--- src/rtl/ex_stage.sv ---
`default_nettype none
// ============================================================================
// Module   : ex_stage
// Purpose  : Execute stage: forwarding muxes, ALU, branch resolve, EX/MEM reg.
//            Define EX_MUL_EN to include the iterative shift-add multiplier.
// Revision : 1.0 - initial release
// ============================================================================
module ex_stage #(
    parameter int PC_WIDTH      = 12,
    parameter int DATA_WIDTH    = 16,
    parameter int REGADDR_WIDTH = 3
) (
    input  logic                     clk,
    input  logic                     reset_n,
    input  logic                     ex_reg_write,
    input  logic                     ex_mem_read,
    input  logic                     ex_mem_write,
    input  logic [1:0]               ex_alu_op,
    input  logic                     ex_alu_src,
    input  logic                     ex_branch,
    input  logic [PC_WIDTH-1:0]      ex_pc,
    input  logic [DATA_WIDTH-1:0]    ex_read_data1,
    input  logic [DATA_WIDTH-1:0]    ex_read_data2,
    input  logic [DATA_WIDTH-1:0]    ex_imm,
    input  logic [REGADDR_WIDTH-1:0] ex_rd,
    input  logic [1:0]               fwd_a,
    input  logic [1:0]               fwd_b,
    input  logic [DATA_WIDTH-1:0]    mem_fwd_data,
    input  logic [DATA_WIDTH-1:0]    wb_fwd_data,
    output logic                     ex_stall,
    output logic                     branch_taken,
    output logic [PC_WIDTH-1:0]      branch_target,
    output logic                     mem_reg_write,
    output logic                     mem_mem_read,
    output logic                     mem_mem_write,
    output logic [DATA_WIDTH-1:0]    mem_alu_result,
    output logic [DATA_WIDTH-1:0]    mem_store_data,
    output logic [REGADDR_WIDTH-1:0] mem_rd
);

    localparam int SHW = $clog2(DATA_WIDTH);

    logic [DATA_WIDTH-1:0]    op_a;
    logic [DATA_WIDTH-1:0]    op_bf;
    logic [DATA_WIDTH-1:0]    op_b;
    logic [DATA_WIDTH-1:0]    alu_res;
    logic                     slt;
    logic                     mul_active;
    logic                     stall_req;

    logic                     reg_write_d,  reg_write_q;
    logic                     mem_read_d,   mem_read_q;
    logic                     mem_write_d,  mem_write_q;
    logic [DATA_WIDTH-1:0]    alu_result_d, alu_result_q;
    logic [DATA_WIDTH-1:0]    store_data_d, store_data_q;
    logic [REGADDR_WIDTH-1:0] rd_d,         rd_q;

    always_comb begin
        case (fwd_a)
            2'b01:   op_a = mem_fwd_data;
            2'b10:   op_a = wb_fwd_data;
            default: op_a = ex_read_data1;
        endcase
        case (fwd_b)
            2'b01:   op_bf = mem_fwd_data;
            2'b10:   op_bf = wb_fwd_data;
            default: op_bf = ex_read_data2;
        endcase
    end

    assign op_b = ex_alu_src ? ex_imm : op_bf;
    assign slt  = $signed(op_a) < $signed(op_b);

    always_comb begin
        alu_res = '0;
        case (ex_alu_op)
            2'b00: alu_res = op_a + op_b;
            2'b01: alu_res = op_a - op_b;
            2'b10: begin
                case (ex_imm[2:0])
                    3'b000:  alu_res = op_a + op_b;
                    3'b001:  alu_res = op_a - op_b;
                    3'b010:  alu_res = op_a & op_b;
                    3'b011:  alu_res = op_a | op_b;
                    3'b100:  alu_res = op_a ^ op_b;
                    3'b101:  alu_res = {{(DATA_WIDTH-1){1'b0}}, slt};
                    3'b110:  alu_res = op_a << op_b[SHW-1:0];
                    default: alu_res = '0;  // MUL result comes from the FSM when present
                endcase
            end
            default: alu_res = op_b;
        endcase
    end

`ifdef EX_MUL_EN
    localparam int CNT_W = $clog2(DATA_WIDTH + 1);

    typedef enum logic [1:0] {
        S_IDLE = 2'd0,
        S_BUSY = 2'd1,
        S_DONE = 2'd2
    } state_t;

    state_t                   state_q;
    logic [CNT_W-1:0]         count_q;
    logic [DATA_WIDTH-1:0]    mcand_q;
    logic [DATA_WIDTH-1:0]    mplier_q;
    logic [DATA_WIDTH-1:0]    acc_q;
    logic                     mul_reg_write_q;
    logic                     mul_mem_read_q;
    logic                     mul_mem_write_q;
    logic [REGADDR_WIDTH-1:0] mul_rd_q;
    logic                     is_mul;

    assign is_mul     = (ex_alu_op == 2'b10) && (ex_imm[2:0] == 3'b111);
    assign mul_active = (state_q != S_IDLE);
    assign stall_req  = (state_q == S_BUSY) || ((state_q == S_IDLE) && is_mul);

    always_ff @(posedge clk or negedge reset_n) begin
        if (!reset_n) begin
            state_q         <= S_IDLE;
            count_q         <= '0;
            mcand_q         <= '0;
            mplier_q        <= '0;
            acc_q           <= '0;
            mul_reg_write_q <= 1'b0;
            mul_mem_read_q  <= 1'b0;
            mul_mem_write_q <= 1'b0;
            mul_rd_q        <= '0;
        end else begin
            case (state_q)
                S_IDLE: begin
                    if (is_mul) begin
                        mcand_q         <= op_a;
                        mplier_q        <= op_b;
                        acc_q           <= '0;
                        count_q         <= CNT_W'(DATA_WIDTH);
                        mul_reg_write_q <= ex_reg_write;
                        mul_mem_read_q  <= ex_mem_read;
                        mul_mem_write_q <= ex_mem_write;
                        mul_rd_q        <= ex_rd;
                        state_q         <= S_BUSY;
                    end
                end
                S_BUSY: begin
                    if (mcand_q[0]) begin
                        acc_q <= acc_q + mplier_q;
                    end
                    mcand_q  <= mcand_q >> 1;
                    mplier_q <= mplier_q << 1;
                    count_q  <= count_q - CNT_W'(1);
                    if (count_q == CNT_W'(1)) begin
                        state_q <= S_DONE;
                    end
                end
                S_DONE:  state_q <= S_IDLE;
                default: state_q <= S_IDLE;
            endcase
        end
    end
`else
    assign mul_active = 1'b0;
    assign stall_req  = 1'b0;
`endif

    assign ex_stall      = reset_n & stall_req;
    assign branch_taken  = ex_branch & (op_a == op_bf) & ~mul_active;
    assign branch_target = ex_pc + ex_imm[PC_WIDTH-1:0];

    // Branches and multiplier stall cycles enter EX/MEM as bubbles.
    always_comb begin
        reg_write_d  = ex_reg_write & ~ex_branch & ~stall_req;
        mem_read_d   = ex_mem_read  & ~ex_branch & ~stall_req;
        mem_write_d  = ex_mem_write & ~ex_branch & ~stall_req;
        alu_result_d = alu_res;
        store_data_d = op_bf;
        rd_d         = ex_rd;
`ifdef EX_MUL_EN
        if (state_q == S_DONE) begin
            reg_write_d  = mul_reg_write_q;
            mem_read_d   = mul_mem_read_q;
            mem_write_d  = mul_mem_write_q;
            alu_result_d = acc_q;
            store_data_d = '0;
            rd_d         = mul_rd_q;
        end
`endif
    end

    always_ff @(posedge clk or negedge reset_n) begin
        if (!reset_n) begin
            reg_write_q  <= 1'b0;
            mem_read_q   <= 1'b0;
            mem_write_q  <= 1'b0;
            alu_result_q <= '0;
            store_data_q <= '0;
            rd_q         <= '0;
        end else begin
            reg_write_q  <= reg_write_d;
            mem_read_q   <= mem_read_d;
            mem_write_q  <= mem_write_d;
            alu_result_q <= alu_result_d;
            store_data_q <= store_data_d;
            rd_q         <= rd_d;
        end
    end

    assign mem_reg_write  = reg_write_q;
    assign mem_mem_read   = mem_read_q;
    assign mem_mem_write  = mem_write_q;
    assign mem_alu_result = alu_result_q;
    assign mem_store_data = store_data_q;
    assign mem_rd         = rd_q;

endmodule
`default_nettype wire

--- config.mk ---
export PLATFORM = sky130hd
export DESIGN_NAME = ex_stage
export DESIGN_NICKNAME = d
export VERILOG_FILES = /design/src/rtl/ex_stage.sv
export SDC_FILE = /design/constraint.sdc
export NUM_CORES = 1
export LEC_CHECK = 0
export BUFFER_PORTS_ARGS = -buffer_cell sky130_fd_sc_hd__buf_2
export CAP_MARGIN = 20
export CORE_UTILIZATION = 50
export CTS_CLUSTER_DIAMETER = 100
export DETAILED_ROUTE_END_ITERATION = 10
export GPL_ROUTABILITY_DRIVEN = 0
export GPL_TIMING_DRIVEN = 0
export PLACE_DENSITY = 0.77
export SLEW_MARGIN = 10
export SYNTH_ARGS = -nofsm -noshare
export SYNTH_HDL_FRONTEND = slang
export SYNTH_SLANG_ARGS = --single-unit
--- constraint.sdc ---
create_clock -name clk -period 4.1 [get_ports clk]
set_input_delay 0.205 -clock clk [delete_from_list [all_inputs] [get_ports clk]]
set_output_delay 0.205 -clock clk [all_outputs]
set_load 0.02 [all_outputs]
### Yosys cells after proc, flatten, opt, wreduce, memory -nomap -nowiden

Index checks and enable logic that the tools add are counted.

* flip-flop bits (word level): 38
* input bits: 108
* output and inout port bits: 52
* logic and storage cells: 39

* add/sub/neg operators: 3
* order comparisons: 1
* equality and inequality tests: 13
* shifts and indexed selects: 1
* muxes and demuxes: 5
* bitwise logic cells: 8
* reductions and logical operators: 2

Operator list (count)
* $pmux W16 S7: 1
* $pmux W16 S2: 2
* $pmux W16 S3: 1
* $add A16 B16 Y16: 1
* $and A16 B16 Y16: 1
* $eq A16 B16 Y1: 1
* $lt A16 B16 Y1: 1
* $mux W16: 1
* $or A16 B16 Y16: 1
* $shl A16 B4 Y16: 1
* $sub A16 B16 Y16: 1
* $xor A16 B16 Y16: 1
* $add A12 B12 Y12: 1
* $eq A3 B3 Y1 const B: 3
* $eq A2 B1 Y1 const B: 3
* $eq A2 B2 Y1 const B: 3
* $eq A3 B2 Y1 const B: 2
* $and A1 B1 Y1: 4
* $eq A3 B1 Y1 const B: 1
* $logic_not A3 Y1: 1
* $logic_not A2 Y1: 1
* $not A1 Y1: 1

### Logic depth before layout (Yosys ltp)

Gate-level depths: netlist (run 1).

* depth after elaboration: 6
* depth in mapped cells: 21
* gate-level depth less buffers: 18

### Worst setup path before layout (run 1)

OpenSTA, ideal clock, no wires.

* path type: in2reg
* start point: in fwd_b[1]
* end point: reg alu_result_q[14], in the netlist mem_alu_result[14]
* setup time: 0.124 ns
* arrival time: 3.857 ns
* data required time: 3.976 ns
* setup slack: 0.119 ns
* stages: 18
* path buffers: 4
* path through: inv_1 ha_1 buf_2 a221oi_1 o31a_1 buf_2 clkbuf_1 ha_1 buf_2 nor2b_1 o31ai_2 a31oi_2 a211o_2 a31o_4 a221oi_4 xnor2_1 o211ai_1 a211o_1

* longest elaborated chain between the ends: 6
* elaborated cells between the ends (all ways): 12
* classes of those cells: add/sub (2); eq/ne (2); shift (1); mux (4); bitwise (3)

RTL lines
* start, declared: RTL line 27 `input logic [1:0] fwd_b,`
* $eq A2 B2 Y1 / $eq A2 B1 Y1 (equally long branches): RTL line 64 `case (fwd_b)`
* $pmux W16 S2 (*): RTL line 64
* $mux W16 (*): RTL line 71 `assign op_b = ex_alu_src ? ex_imm : op_bf;`
* $sub A16 B16 Y16, or another cell as far along: RTL line 78, 82
* $pmux W16 S7: RTL line 80 `case (ex_imm[2:0])`
* $pmux W16 S3 (*): RTL line 76 `case (ex_alu_op)`
* net alu_res[14]: RTL line 46 `logic [DATA_WIDTH-1:0] alu_res;`
* end signal, assigned: RTL line 202 `alu_result_q <= alu_result_d;`
* end, declared: RTL line 54 `logic [DATA_WIDTH-1:0] alu_result_d, alu_result_q;`

The timed path passes the listed nets; every way through them passes the cells marked *.

### Worst setup path in the final report (run 1)

Same ends and word-level chain as after synthesis.

==> impl_metrics.env, run 1 <==
export IMPL_met1_usage_pct=46.7
export IMPL_syn_to_final_growth_pct=22.9
export IMPL_fin_nets=1142
export IMPL_synth_seq_cells=38
export IMPL_cp_num_buf_inv=6
export IMPL_n_antenna_cell=0
export IMPL_die_h_um=111
export IMPL_grt_first_pass_wirelength_um=34500
export IMPL_vdd_ir_drop_max_v=0.000188
export IMPL_holdPathStages=1
export IMPL_clk_path_buf_depth=2
export IMPL_min_period_ns=4.08
export IMPL_cts_clk_slew_worst_paths_ns=0.06
export IMPL_cp_cell_sequence="buf_2, inv_1, ha_1, clkbuf_4, a221oi_1, a211o_1, buf_4, buf_4, inv_4, ha_2, fa_1, nor2b_1, o31ai_2, a31oi_2, a211o_2, a31o_4, a221oi_4, xnor2_2, o211ai_1, a211o_1"
export IMPL_grt_overflow=0
export IMPL_postCtsHoldBufs=0
export IMPL_n_fill_cell=1058
export IMPL_cp_slowest_cell="a211o_2"
export IMPL_ioPinCount=160
export IMPL_synth_simple_gate_area_share_pct=16.9
export IMPL_worstSetupStartpoint="fwd_b[1]"
export IMPL_start_kind="input port"
export IMPL_yosysWarnings=0
export IMPL_dieWidth_um=111
export IMPL_cts_htree_levels=2
export IMPL_initial_core_util_pct=51.6
export IMPL_routed_wl_um=22400
export IMPL_leakage_nw=3.43
export IMPL_grt_start_max_net_pins=39
export IMPL_yosysUniqueCellTypes=73
export IMPL_ant_nets=0
export IMPL_async_reset_ff_share_pct=100
export IMPL_slowest_delay_ns=0.40
export IMPL_top_usage_layer="met2"
export IMPL_dp_cells=1103
export IMPL_yosysTopAreaCell="dfrtp_1"
export IMPL_final_setup_viol_count=0
export IMPL_fmax_ghz=0.245
export IMPL_num_rows=39
export IMPL_crit_cells=20
export IMPL_timing_final_crit_share_pct=99.5
export IMPL_drv_slew=0
export IMPL_end_kind="flip-flop"
export IMPL_cellPowerDensity_nw_per_um2=340
export IMPL_cts_sinks=38
export IMPL_yosysTopAreaCellShare_pct=16.1
export IMPL_synth_xor_area_share_pct=6.51
export IMPL_synth_area_leaders="dfrtp_1 (16%), ha_1 (14%), a21oi_1 (5.9%), nor2_1 (5.7%), xnor2_1 (5.0%)"
export IMPL_regArea_sq_um=951
export IMPL_syn_nets=979
export IMPL_antenna_found_initial=0
export IMPL_instances_no_fill=1110
export IMPL_required_ns=4.26
export IMPL_drive_gt1_share_pct=25.5
export IMPL_core_sq_um=11500
export IMPL_vias=7172
export IMPL_fin_util_pct=63.4
export IMPL_crit_type="input port to flip-flop"
export IMPL_tritoncts="done"
export IMPL_crit_arrival_ns=4.24
export IMPL_netlist_area_sq_um=5920
export IMPL_synth_commonest_cells="nor2_1 (90), a21oi_1 (70), ha_1 (65), inv_1 (65), nand2_1 (63)"
export IMPL_drc_errors=0
export IMPL_grt_util_met3_pct=5.90
export IMPL_tightest_slew_ns=0.929
export IMPL_root_buffer="clkbuf_16"
export IMPL_grt_pass1_vias=6526
export IMPL_synth_edf_count=0
export IMPL_multi_input_area_sq_um=4680
export IMPL_use_met2_pct=54.2
export IMPL_yosys_mux_area_fraction_pct=5.52
export IMPL_syn_area_per_cell_sq_um=7.37
export IMPL_synth_compound_area_share_pct=32.2
export IMPL_place_hpwl_um=17000
export IMPL_synthAdderAreaFrac_pct=14.8
export IMPL_via_per_inst=6.46
export IMPL_status="finished, final reports clean"
export IMPL_rsz0062_at_grt="yes"
export IMPL_yosysMostFrequentCell="nor2_1"
export IMPL_die_area_sq_um=12300
export IMPL_wl_per_cell_um=20.2
export IMPL_slew_headroom_pct=38.1
export IMPL_crit_fanout=10
export IMPL_drt_iter0_drc=999
export IMPL_maxCapViolations=0
export IMPL_hold_class="input port to flip-flop"
export IMPL_grtUsageTotal_pct=35.1
export IMPL_worstHoldStart="ex_rd[0]"
export IMPL_yosysSeqAreaShare_pct=16.1
export IMPL_endpoint="mem_alu_result[14]"
export IMPL_final_hold_viol_count=0
export IMPL_dr_pass1_iters=8
export IMPL_cts_buffers=5
export IMPL_synth_ff_type="dfrtp_1"
export IMPL_crit_family="compound AO/OA/AOI/OAI gates"
export IMPL_synth_top_family_by_area="compound AO/OA/AOI/OAI gates"
export IMPL_syn_inst=803
export IMPL_io_buffers=157
[cell type report]
cell class	instances	area share (%)
Multi-Input combinational cell	647	64.4
Sequential cell	38	13.1
Timing Repair Buffer	162	11.3
Inverter	69	3.60
Buffer	43	3.08
Tap cell	143	2.46
Clock buffer	6	1.91
Clock inverter	2	0.172
[per-layer routing]
| metal | vias to the layer above | part of all wire, % |
|---|---|---|
| met5 | - | 0 |
| met4 | 0 | 6.0 |
| met3 | 137 | 11 |
| met2 | 519 | 44 |
| met1 | 3289 | 39 |
| li1 | 3227 | - |
[flip-flops by register name, summed over array words and instances (netlist names)]
name,flops
mem_alu_result,16
mem_store_data,16
mem_rd,3
mem_mem_read,1
mem_mem_write,1
mem_reg_write,1
[report_power, final]
part           switching, mW  internal [mW]
Sequential            0.0129          0.436
Combinational           1.01          0.600
Clock                  0.174          0.241
[cell families after synthesis]
family,Yosys count
AOI/OAI and AO/OA,278
and+or+nand+nor,224
buffers and inverters,118
adders and majority gates,68
xor gates and xnor gates,44
DFF,38
muxes,32
other,1
[what timing repair did]
action                     4_1_cts  5_1_grt
gates resized for setup         31       38
pin swaps                        2        3
setup buffers                    4        1
setup endpoints to repair        8        8
[per-stage QoR]
stage                     area, sq um  worst slack [ns]  setup TNS (ns)  total power [mW]  hold WS [ns]
final                            7270            0.0215               0              2.48        0.0112
after global routing             7270            -0.105          -0.286              2.61       0.00575
after CTS                        7120           0.00706               0              2.37        0.0133
after detailed placement         6880            -0.763           -4.74              1.93         0.314
after global placement           6880            -0.689           -4.08              1.91         0.314
after floorplan                  5920             0.119               0              1.51       -0.0906
[worst min-delay path by stage]
stage | endpoint | slack (ns)
detailed placement | mem_rd[0] | 0.31
CTS | mem_rd[0] | 0.01
finish | mem_rd[0] | 0.01
floorplan | mem_alu_result[0] | -0.09
global placement | mem_rd[0] | 0.31
global route | mem_rd[0] | 0.006
[placed cells by master, fill, tap and decap left out, drive strengths merged, types with 4 or more instances in the layout]
cell    netlist  layout
buf          16     177
nor2         91      91
a21oi        71      71
inv          68      68
ha           65      65
nand2        63      63
o21ai        59      59
dfrtp        38      38
xnor2        34      34
clkbuf       33      34
a22oi        27      27
mux2i        27      27
o211ai       15      15
nand2b       14      14
nor3         13      13
nor2b        13      13
a211oi       12      12
a221oi       12      12
xor2         10      10
o22ai         9       9
a221o         9       9
o221ai        9       9
nand3         9       9
a31oi         8       8
a21o          6       6
mux2          5       5
o31ai         5       5
or2           4       4
or3           4       4
nand4         4       4
a211o         4       4
No activity file was read; power rests on OpenSTA's default activity.
==> run 2: changes to the inputs <==
--- a/config.mk
+++ b/config.mk
@@ -12,7 +12,7 @@
 export DETAILED_ROUTE_END_ITERATION = 10
 export GPL_ROUTABILITY_DRIVEN = 0
 export GPL_TIMING_DRIVEN = 0
-export PLACE_DENSITY = 0.77
+export PLACE_DENSITY = 0.8
 export SLEW_MARGIN = 10
 export SYNTH_ARGS = -nofsm -noshare
 export SYNTH_HDL_FRONTEND = slang
==> run 2 against run 1 <==
Effect of this change: the run now ends with DRC left; hold slack gained 0.018 ns; non-clock buffer count grew 8; sequential share of layout area shrank 0.22 points; critical path depth shrank 1; total power grew 3.1%; first-iteration DRC count shrank 0.70%; largest power group unchanged; largest cell class unchanged; worst setup slack gained 0.058 ns.
==> impl_metrics.env, run 2 (synthesized netlist as in run 1, its figures left out) <==
export IMPL_status="finished with violations"
export IMPL_violations="DRC"
export IMPL_placed_area_sq_um=6880
export IMPL_cts_sinks=38
export IMPL_start_kind="input port"
export IMPL_n_antenna_cell=0
export IMPL_cts_buffers=5
export IMPL_dieWidth_um=111
export IMPL_final_hold_viol_count=0
export IMPL_instances_no_fill=1118
export IMPL_end_kind="flip-flop"
export IMPL_final_setup_viol_count=0
export IMPL_final_cell_area_sq_um=7390
export IMPL_cts_htree_levels=2
export IMPL_grt_start_max_net_pins=39
export IMPL_n_fill_cell=1037
export IMPL_clk_path_buf_depth=2
export IMPL_fin_util_pct=64.5
export IMPL_required_ns=4.28
export IMPL_crit_type="input port to flip-flop"
export IMPL_via_per_inst=6.41
export IMPL_min_period_ns=4.02
export IMPL_syn_to_final_growth_pct=25.0
export IMPL_fin_nets=1150
export IMPL_setup_tns_ns=0
export IMPL_final_cell_mix="buf_2 (163), nor2_1 (90), nand2_1 (63), inv_1 (63)"
export IMPL_root_buffer="clkbuf_16"
export IMPL_io_buffers=157
export IMPL_place_hpwl_um=17100
export IMPL_grt_pass1_vias=6571
export IMPL_hold_class="input port to async pin"
export IMPL_drt_iter0_drc=992
export IMPL_crit_fanout=10
export IMPL_drive_gt1_share_pct=26.9
export IMPL_layout_commonest_cell="buf_2"
export IMPL_leakage_nw=3.49
export IMPL_drv_slew=0
export IMPL_die_area_sq_um=12300
export IMPL_drc_errors=3
export IMPL_fmax_ghz=0.249
export IMPL_cts_clk_slew_worst_paths_ns=0.07
export IMPL_crit_arrival_ns=4.20
export IMPL_antenna_found_initial=0
export IMPL_grt_first_pass_wirelength_um=34200
export IMPL_maxCapViolations=0
export IMPL_timing_final_crit_share_pct=98.1
export IMPL_dr_pass1_iters=11
export IMPL_initial_core_util_pct=51.6
export IMPL_ioPinCount=160
export IMPL_grt_overflow=0
export IMPL_slew_headroom_pct=36.8
export IMPL_wl_per_cell_um=20.1
export IMPL_vdd_ir_drop_max_v=0.000218
export IMPL_dp_cells=1103
export IMPL_vias=7165
export IMPL_tightest_slew_ns=0.948
export IMPL_die_h_um=111
export IMPL_num_rows=39
export IMPL_ant_nets=0
export IMPL_routed_wl_um=22500
export IMPL_core_sq_um=11500
export IMPL_tritoncts="done"
export IMPL_grtUsageTotal_pct=35.2
export IMPL_cellPowerDensity_nw_per_um2=345
-- run 2: cell types whose count changed in the layout (fill, tap and decap cells not counted), sizes merged --
cell / change
buf: +6
clkinvlp: +3
dlygate4sd3: +3
inv: -3
clkbuf: -2
bufinv: +1
-- run 2: per-layer routing --
metal / up-vias / GRT usage [%] / wire (um)
met1: 3259 / 46.3 / 8660
met2: 551 / 53.7 / 9910
li1: 3230 / - / -
met4: 0 / 22.0 / 1380
met3: 125 / 6.07 / 2540
met5: - / 0 / 0
-- run 2: repair_timing --
item / 4_1_cts / 5_1_grt
setup endpoints to repair: 7 / 8
hold buffers: 0 / 3
hold endpoints to repair: 0 / 3
pin swaps: 0 / 3
resized for setup: 21 / 60
buffers inserted: 4 / 7
-- run 2: layout make-up --
cell class                 instances  area (sq um)  area share (%)
multi-input combinational        647          4710            63.6
sequential                        38           951            12.9
timing repair buffer             171           898            12.2
inverter                          69           268            3.62
buffer                            42           221            3.00
tap                              143           179            2.42
clock buffer                       5           125            1.69
clock inverter                     3          45.0           0.609
-- run 2: path summary, 6_finish.rpt --
| path | start | endpoint | slack (ns) | cells after the start |
|---|---|---|---|---|
| setup / recovery | fwd_b[0] | mem_alu_result[14] | 0.08 | 19 |
| hold / removal | reset_n | mem_rd[0] | 0.03 | 1 |
| max in group asynchronous | reset_n | mem_alu_result[14] | 3.47 | 1 |
| min in group clk | ex_branch | mem_mem_write | 0.11 | 2 |
-- run 2: through the flow --
stage,worst slack (ns),power [mW],hold WS (ns)
after global placement,-0.707,1.91,0.313
after global routing,-0.0170,2.68,0.113
final,0.0793,2.55,0.0295
after floorplan,0.119,1.51,-0.0906
after CTS,-0.0620,2.42,0.00332
after detailed placement,-0.735,1.93,0.316
-- run 2: where the power goes --
| part | switching, mW | leakage (nW) | internal, mW | total [mW] |
|---|---|---|---|---|
| registers | 0.0138 | 0.464 | 0.436 | 0.450 |
| clock network | 0.185 | 0.0760 | 0.287 | 0.472 |
| logic | 1.01 | 2.95 | 0.618 | 1.63 |
| total | 1.21 | 3.49 | 1.34 | 2.55 |
-- run 2: critical path: stages --
cell      delay, ns
buf_2          0.09
inv_1          0.04
ha_2           0.38
clkbuf_4       0.25
clkbuf_4       0.24
nand2_1        0.08
o21ai_2        0.13
mux2i_4        0.15
buf_4          0.18
ha_1           0.24
or3b_1         0.40
o211ai_2       0.10
a31oi_2        0.08
a211o_2        0.39
a31o_4         0.27
a221oi_4       0.33
xnor2_2        0.16
o211ai_1       0.12
a211o_1        0.35
